[config.mk]
export PLATFORM = sky130hd
export DESIGN_NAME = uart_tx_arbiter
export DESIGN_NICKNAME = d
export VERILOG_FILES = /design/src/rtl/uart_tx_arbiter.sv
export SDC_FILE = /design/constraint.sdc
export NUM_CORES = 1
export LEC_CHECK = 0
export CAP_MARGIN = 5
export CORE_ASPECT_RATIO = 0.5
export CORE_MARGIN = 2
export CORE_UTILIZATION = 37
export CTS_BUF_LIST = sky130_fd_sc_hd__clkbuf_2 sky130_fd_sc_hd__clkbuf_4 sky130_fd_sc_hd__clkbuf_8
export DETAILED_ROUTE_END_ITERATION = 8
export GPL_ROUTABILITY_DRIVEN = 0
export PLACE_DENSITY = 0.76
export SYNTH_ARGS = -nofsm -noshare
export SYNTH_HDL_FRONTEND = slang
export SYNTH_SLANG_ARGS = --single-unit
[constraint.sdc]
create_clock -name CLK -period 1.95 [get_ports CLK]
set_clock_uncertainty 0.15 [all_clocks]
set_input_delay 0.195 -clock CLK [delete_from_list [all_inputs] [get_ports CLK]]
set_output_delay 0.195 -clock CLK [all_outputs]
set_load 0.1 [all_outputs]
[src/rtl/uart_tx_arbiter.sv]
// uart_tx_arbiter: shares one UART_TX serializer between N_REQ byte requesters.
// One requester is accepted per frame; its byte and the parity configuration
// are latched, Data_Valid is pulsed for one cycle, and the arbiter then
// follows the serializer's busy flag until the frame has been shifted out.
//
// Timeout: after the Data_Valid cycle the arbiter samples busy for BUSY_TO
// cycles. If busy never rises, err_timeout pulses in the following cycle
// (the first IDLE cycle) and the byte is dropped.
//
// frame_done and err_timeout are registered: they are high during the first
// IDLE cycle after a frame ends, and a new byte may be accepted in that cycle.
//
// Build option: define UART_TX_ARB_FIXED_PRIO_EN for fixed priority (lowest
// index wins). The round-robin pointer then stays at its reset value, which
// makes the rotating search start at index 0 every time. Without the macro,
// arbitration is round-robin (the default).

module uart_tx_arbiter #(
  parameter int N_REQ   = 4,
  parameter int DATA_W  = 8,
  parameter int BUSY_TO = 4
) (
  input  logic                       CLK,
  input  logic                       RST,
  input  logic [N_REQ-1:0]           req_valid,
  input  logic [N_REQ*DATA_W-1:0]    req_data,
  output logic [N_REQ-1:0]           req_ready,
  input  logic                       cfg_par_en,
  input  logic                       cfg_par_typ,
  output logic [DATA_W-1:0]          P_DATA,
  output logic                       Data_Valid,
  output logic                       PAR_EN,
  output logic                       PAR_TYP,
  input  logic                       busy,
  output logic [$clog2(N_REQ)-1:0]   grant_id,
  output logic                       frame_done,
  output logic                       err_timeout
);

  localparam int ID_W  = $clog2(N_REQ);
  localparam int CNT_W = (BUSY_TO > 1) ? $clog2(BUSY_TO) : 1;

  typedef enum logic [1:0] {
    S_IDLE      = 2'd0,
    S_ISSUE     = 2'd1,
    S_WAIT_BUSY = 2'd2,
    S_WAIT_DONE = 2'd3
  } state_t;

  state_t               state_reg;
  state_t               state_next;

  logic [ID_W-1:0]      ptr_reg;
  logic [CNT_W-1:0]     cnt_reg;
  logic [DATA_W-1:0]    p_data_reg;
  logic                 par_en_reg;
  logic                 par_typ_reg;
  logic [ID_W-1:0]      grant_id_reg;
  logic                 frame_done_reg;
  logic                 err_timeout_reg;

  logic [DATA_W-1:0]    req_byte [N_REQ];
  logic [ID_W:0]        scan_idx;
  logic [ID_W-1:0]      win_idx;
  logic                 any_valid;
  logic                 accept;
  logic                 timeout_hit;
  logic                 done_hit;
  logic                 issue_pulse;
  logic                 grant_en;

  // Slice the flat request bus into one byte per requester.
  genvar gi;
  generate
    for (gi = 0; gi < N_REQ; gi++) begin : g_unpack
      assign req_byte[gi] = req_data[gi*DATA_W +: DATA_W];
    end
  endgenerate

  // Rotating search: scan from the farthest offset down to ptr+1 so the
  // last hit (the nearest valid index after the pointer) wins.
  always_comb begin
    any_valid = 1'b0;
    win_idx   = '0;
    scan_idx  = '0;
    for (int k = N_REQ; k >= 1; k--) begin
      scan_idx = {1'b0, ptr_reg} + (ID_W+1)'(k);
      if (scan_idx >= (ID_W+1)'(N_REQ)) begin
        scan_idx = scan_idx - (ID_W+1)'(N_REQ);
      end
      if (req_valid[scan_idx[ID_W-1:0]]) begin
        any_valid = 1'b1;
        win_idx   = scan_idx[ID_W-1:0];
      end
    end
  end

  // Handshake and frame-end conditions shared by the FSM and datapath.
  always_comb begin
    accept      = (state_reg == S_IDLE) && RST && !busy && any_valid;
    timeout_hit = (state_reg == S_WAIT_BUSY) && !busy &&
                  (cnt_reg == CNT_W'(BUSY_TO - 1));
    done_hit    = (state_reg == S_WAIT_DONE) && !busy;
  end

  // FSM state register.
  always_ff @(posedge CLK) begin
    if (!RST) begin
      state_reg <= S_IDLE;
    end else begin
      state_reg <= state_next;
    end
  end

  // FSM next-state logic.
  always_comb begin
    state_next = state_reg;
    case (state_reg)
      S_IDLE: begin
        if (accept) begin
          state_next = S_ISSUE;
        end
      end
      S_ISSUE: begin
        state_next = S_WAIT_BUSY;
      end
      S_WAIT_BUSY: begin
        if (busy) begin
          state_next = S_WAIT_DONE;
        end else if (timeout_hit) begin
          state_next = S_IDLE;
        end
      end
      S_WAIT_DONE: begin
        if (done_hit) begin
          state_next = S_IDLE;
        end
      end
      default: begin
        state_next = S_IDLE;
      end
    endcase
  end

  // FSM outputs: Data_Valid only in ISSUE, ready only on an IDLE accept.
  always_comb begin
    issue_pulse = (state_reg == S_ISSUE);
    grant_en    = accept;
  end

  // One-hot ready toward the winning requester.
  generate
    for (gi = 0; gi < N_REQ; gi++) begin : g_ready
      assign req_ready[gi] = grant_en && (win_idx == ID_W'(gi));
    end
  endgenerate

  // Frame latch, pointer, timeout counter and end-of-frame pulses.
  always_ff @(posedge CLK) begin
    if (!RST) begin
      ptr_reg         <= ID_W'(N_REQ - 1);
      cnt_reg         <= '0;
      p_data_reg      <= '0;
      par_en_reg      <= 1'b0;
      par_typ_reg     <= 1'b0;
      grant_id_reg    <= '0;
      frame_done_reg  <= 1'b0;
      err_timeout_reg <= 1'b0;
    end else begin
      frame_done_reg  <= done_hit;
      err_timeout_reg <= timeout_hit;
      if (accept) begin
        p_data_reg   <= req_byte[win_idx];
        par_en_reg   <= cfg_par_en;
        par_typ_reg  <= cfg_par_typ;
        grant_id_reg <= win_idx;
`ifndef UART_TX_ARB_FIXED_PRIO_EN
        ptr_reg      <= win_idx;
`endif
      end
      if (state_reg == S_ISSUE) begin
        cnt_reg <= '0;
      end else if (state_reg == S_WAIT_BUSY) begin
        cnt_reg <= cnt_reg + 1'b1;
      end
    end
  end

  assign P_DATA      = p_data_reg;
  assign PAR_EN      = par_en_reg;
  assign PAR_TYP     = par_typ_reg;
  assign grant_id    = grant_id_reg;
  assign frame_done  = frame_done_reg;
  assign err_timeout = err_timeout_reg;
  assign Data_Valid  = issue_pulse;

endmodule
==> impl_metrics.toml <==
[outcome]
status = "finished with violations"
failing_checks = "setup timing"

[pwr]
power-per-cell-area_mw_per_mm2 = 645
vdd_ir_drop_max_mv = 0.378
power_w = 0.00140
p_leak_nw = 0.914

[routing]
routed_via_density = 5.14
remaining_drc_errors = 0
detail_route.wl_per_cell_um = 15.9
detailed_route_via_count = 1270
dr.first_iter.drc_count = 45
routed_wirelength_mm = 3.94
drt_pass1_iterations = 4
remaining_antenna_violation_count = 0

[timing]
worst-slew-pin-transition_ps = 351
tcrit_tclk_final = 1.07
final-max-slew-violation-count = 0
whs_ps = 327
hold_viol = 0
period_minus_slack_ps = 2090
fmaxAchievable_mhz = 479
final.setup.worst_slack_ps = -137
timing.setup.tns_ps = -492
finalSetupViolations = 6
rsz0062_at_grt = "true"
worst_slew_margin_rel = 0.765

[finish]
finish.net_count = 250
leading_cell_types_in_the_layout_fill_and_taps_excluded = "sky130_fd_sc_hd__buf_4, sky130_fd_sc_hd__clkdlybuf4s50_1, sky130_fd_sc_hd__dfxtp_1, sky130_fd_sc_hd__mux2i_1, sky130_fd_sc_hd__nand2_1"
n_antenna_cell = 0
area_delta_synth_final_pct = 93.4
final_common_cell = "sky130_fd_sc_hd__buf_4"
stdcell_count = 247
layout-drive-gt1-share = 0.396
max_ffs_per_register = 8

[setup_path]
critPathCaptureType = "output pin"
critical_path_peak_fanout = 3
kind_of_critical_path = "flop to output pin"
ff2ff_setup_slack_ps = -30
timing.critical_path.required_ps = 1600
critPathArrivalTime_ps = 1740
critical_path.reg2reg.startpoint = "ptr_reg[0]"
ff2ff_path_depth = 7
r2r_end = "P_DATA[0]"
startpoint_type = "flop"

[yosys]
post_synth_instance_area_mm2 = 0.00112
avgSynthCellArea_um2 = 9.29
synth_warnings = 0
synthDistinctLibCells = 34
synth_edf_count = 0
syn_nets = 163
synth_async_sr_flop_share = 0
synth_flop_cell = "sky130_fd_sc_hd__dfxtp_1"
post_synthesis_sequential_element_count = 20
postSynthCellCount = 121
seq_area_frac_synth = 0.356

[global_route]
grt_remaining_overflow = 0
globalRouteMet2Util = 0.418
grt_start_max_net_pins = 20
grt_pass1_vias = 1279
grt_util_met3 = 0.0447
gr-max-usage-layer = "met2"
groute.layer.met1.usage = 0.284
global_route_wire_length_before_repair_mm = 6.07
globalRouteTotalUtil = 0.231
grt_antenna_before_repair = 0

[cts]
htree_num_levels = 1
tritoncts = "yes"
cts_root_buffer = "sky130_fd_sc_hd__clkbuf_8"
clock_pin_slew_reported_for_the_worst_setup_and_hold_paths_after_clock_tree_synthesis_ps = 80
cts_hold_repair.buffers = 0
cts_made_buffers = 3
clock_path_buffers = 2
clkSinkCount = 20
insertion_delay_of_the_later_clocked_pin_in_the_worst_skew_pair_ps = 260

[floorplan]
coreArea_mm2 = 0.00294
fp.dieW_um = 81.9
floorplan.initialDensity = 0.382
rows = 14
floorplan.die_area_mm2 = 0.00352
chipHeight_um = 43.0
num_io_pins = 60

[place]
pre_cts_slack_ps = -354
place.port_buffers = 59
dpl.cell_count = 234
hpwl_mm = 2.66

[worst_hold_path]
hold_path_depth = 2
timing.hold.worst_endpoint = "PAR_TYP"
hp-start = "PAR_TYP"
holdCritPathClass = "flop to flop"

[flow_run]
maxCapViolCount = 0
==> cell usage after synthesis (2+ instances only) <==
cell / n / area, um2
sky130_fd_sc_hd__a211oi_1: 4 / 30.0
sky130_fd_sc_hd__o21ai_0: 2 / 10.0
sky130_fd_sc_hd__nand2b_1: 5 / 31.3
sky130_fd_sc_hd__a21oi_1: 2 / 10.0
sky130_fd_sc_hd__mux2_1: 2 / 22.5
sky130_fd_sc_hd__nand3_1: 4 / 20.0
sky130_fd_sc_hd__o221ai_1: 5 / 43.8
sky130_fd_sc_hd__buf_6: 2 / 22.5
sky130_fd_sc_hd__nor3_1: 7 / 35.0
sky130_fd_sc_hd__mux2i_1: 13 / 130
sky130_fd_sc_hd__dfxtp_1: 20 / 400
sky130_fd_sc_hd__o21a_1: 3 / 22.5
sky130_fd_sc_hd__nand2_1: 10 / 37.5
sky130_fd_sc_hd__and3_1: 3 / 18.8
sky130_fd_sc_hd__nor2_1: 7 / 26.3
sky130_fd_sc_hd__o21ai_1: 4 / 20.0
sky130_fd_sc_hd__nor2b_1: 6 / 37.5
sky130_fd_sc_hd__a21boi_0: 4 / 30.0
sky130_fd_sc_hd__clkbuf_1: 3 / 11.3
==> per-layer routing <==
layer / share of wire / vias to the layer above
met5: 0 / -
met4: 0.012 / 0
met3: 0.051 / 6
met2: 0.51 / 33
met1: 0.42 / 611
li1: - / 620
==> layout make-up <==
class / instances / area [um2]
Fill cell: 192 / 769
Sequential cell: 20 / 410
Multi-Input combinational cell: 94 / 807
Tap cell: 40 / 50.0
Clock buffer: 4 / 55.1
Inverter: 1 / 3.75
Timing Repair Buffer: 88 / 847
==> stage by stage <==
step	util	area [um2]
final	0.739	2170
after global routing	0.739	2170
after CTS	0.724	2130
after detailed placement	0.664	1950
after global placement	0.664	1950
after floorplan	-	1180
==> logic make-up after synthesis <==
family | after synthesis | synth area share
buffers and inverters | 7 | 0.0379
multiplexers | 15 | 0.136
AND/OR/NAND/NOR | 48 | 0.247
AO/OA/AOI/OAI | 30 | 0.212
flip-flops | 20 | 0.356
adder cells (fa/ha/maj) | 1 | 0.0111
==> how the worst max path moves through the flow <==
stage	from	to	slack, ps
after floorplan	ptr_reg[0]	req_ready[1]	-140
after global placement	req_valid[0]	P_DATA[4]	-290
after detailed placement	req_valid[1]	P_DATA[4]	-350
after CTS	state_reg[0]	req_ready[1]	-110
after global routing	state_reg[0]	req_ready[0]	-190
final	state_reg[0]	req_ready[0]	-140
==> report_power, final <==
part	switching (W)	internal, W	total, W	leakage, nW
combinational	0.000356	0.000261	0.000617	0.721
sequential	0.0000225	0.000437	0.000459	0.164
clock	0.000146	0.000180	0.000326	0.0288
total	0.000524	0.000878	0.00140	0.914
==> worst max-delay path, cell delays in order, from the launching register on <==
cell	delay (ps)
sky130_fd_sc_hd__dfxtp_4	360
sky130_fd_sc_hd__nor4b_4	350
sky130_fd_sc_hd__o21ai_1	110
sky130_fd_sc_hd__or3_4	360
sky130_fd_sc_hd__nor2_4	120
sky130_fd_sc_hd__buf_12	180
==> timing repair <==
| action | 4_1_cts | 5_1_grt |
|---|---|---|
| setup endpoints to repair | 12 | 10 |
| gates resized for setup | 21 | 9 |
| gates cloned | 0 | 0 |
| setup buffers | 8 | 1 |
| pin swaps | 10 | 4 |
Note: power is estimated with default switching activity, not from simulation.
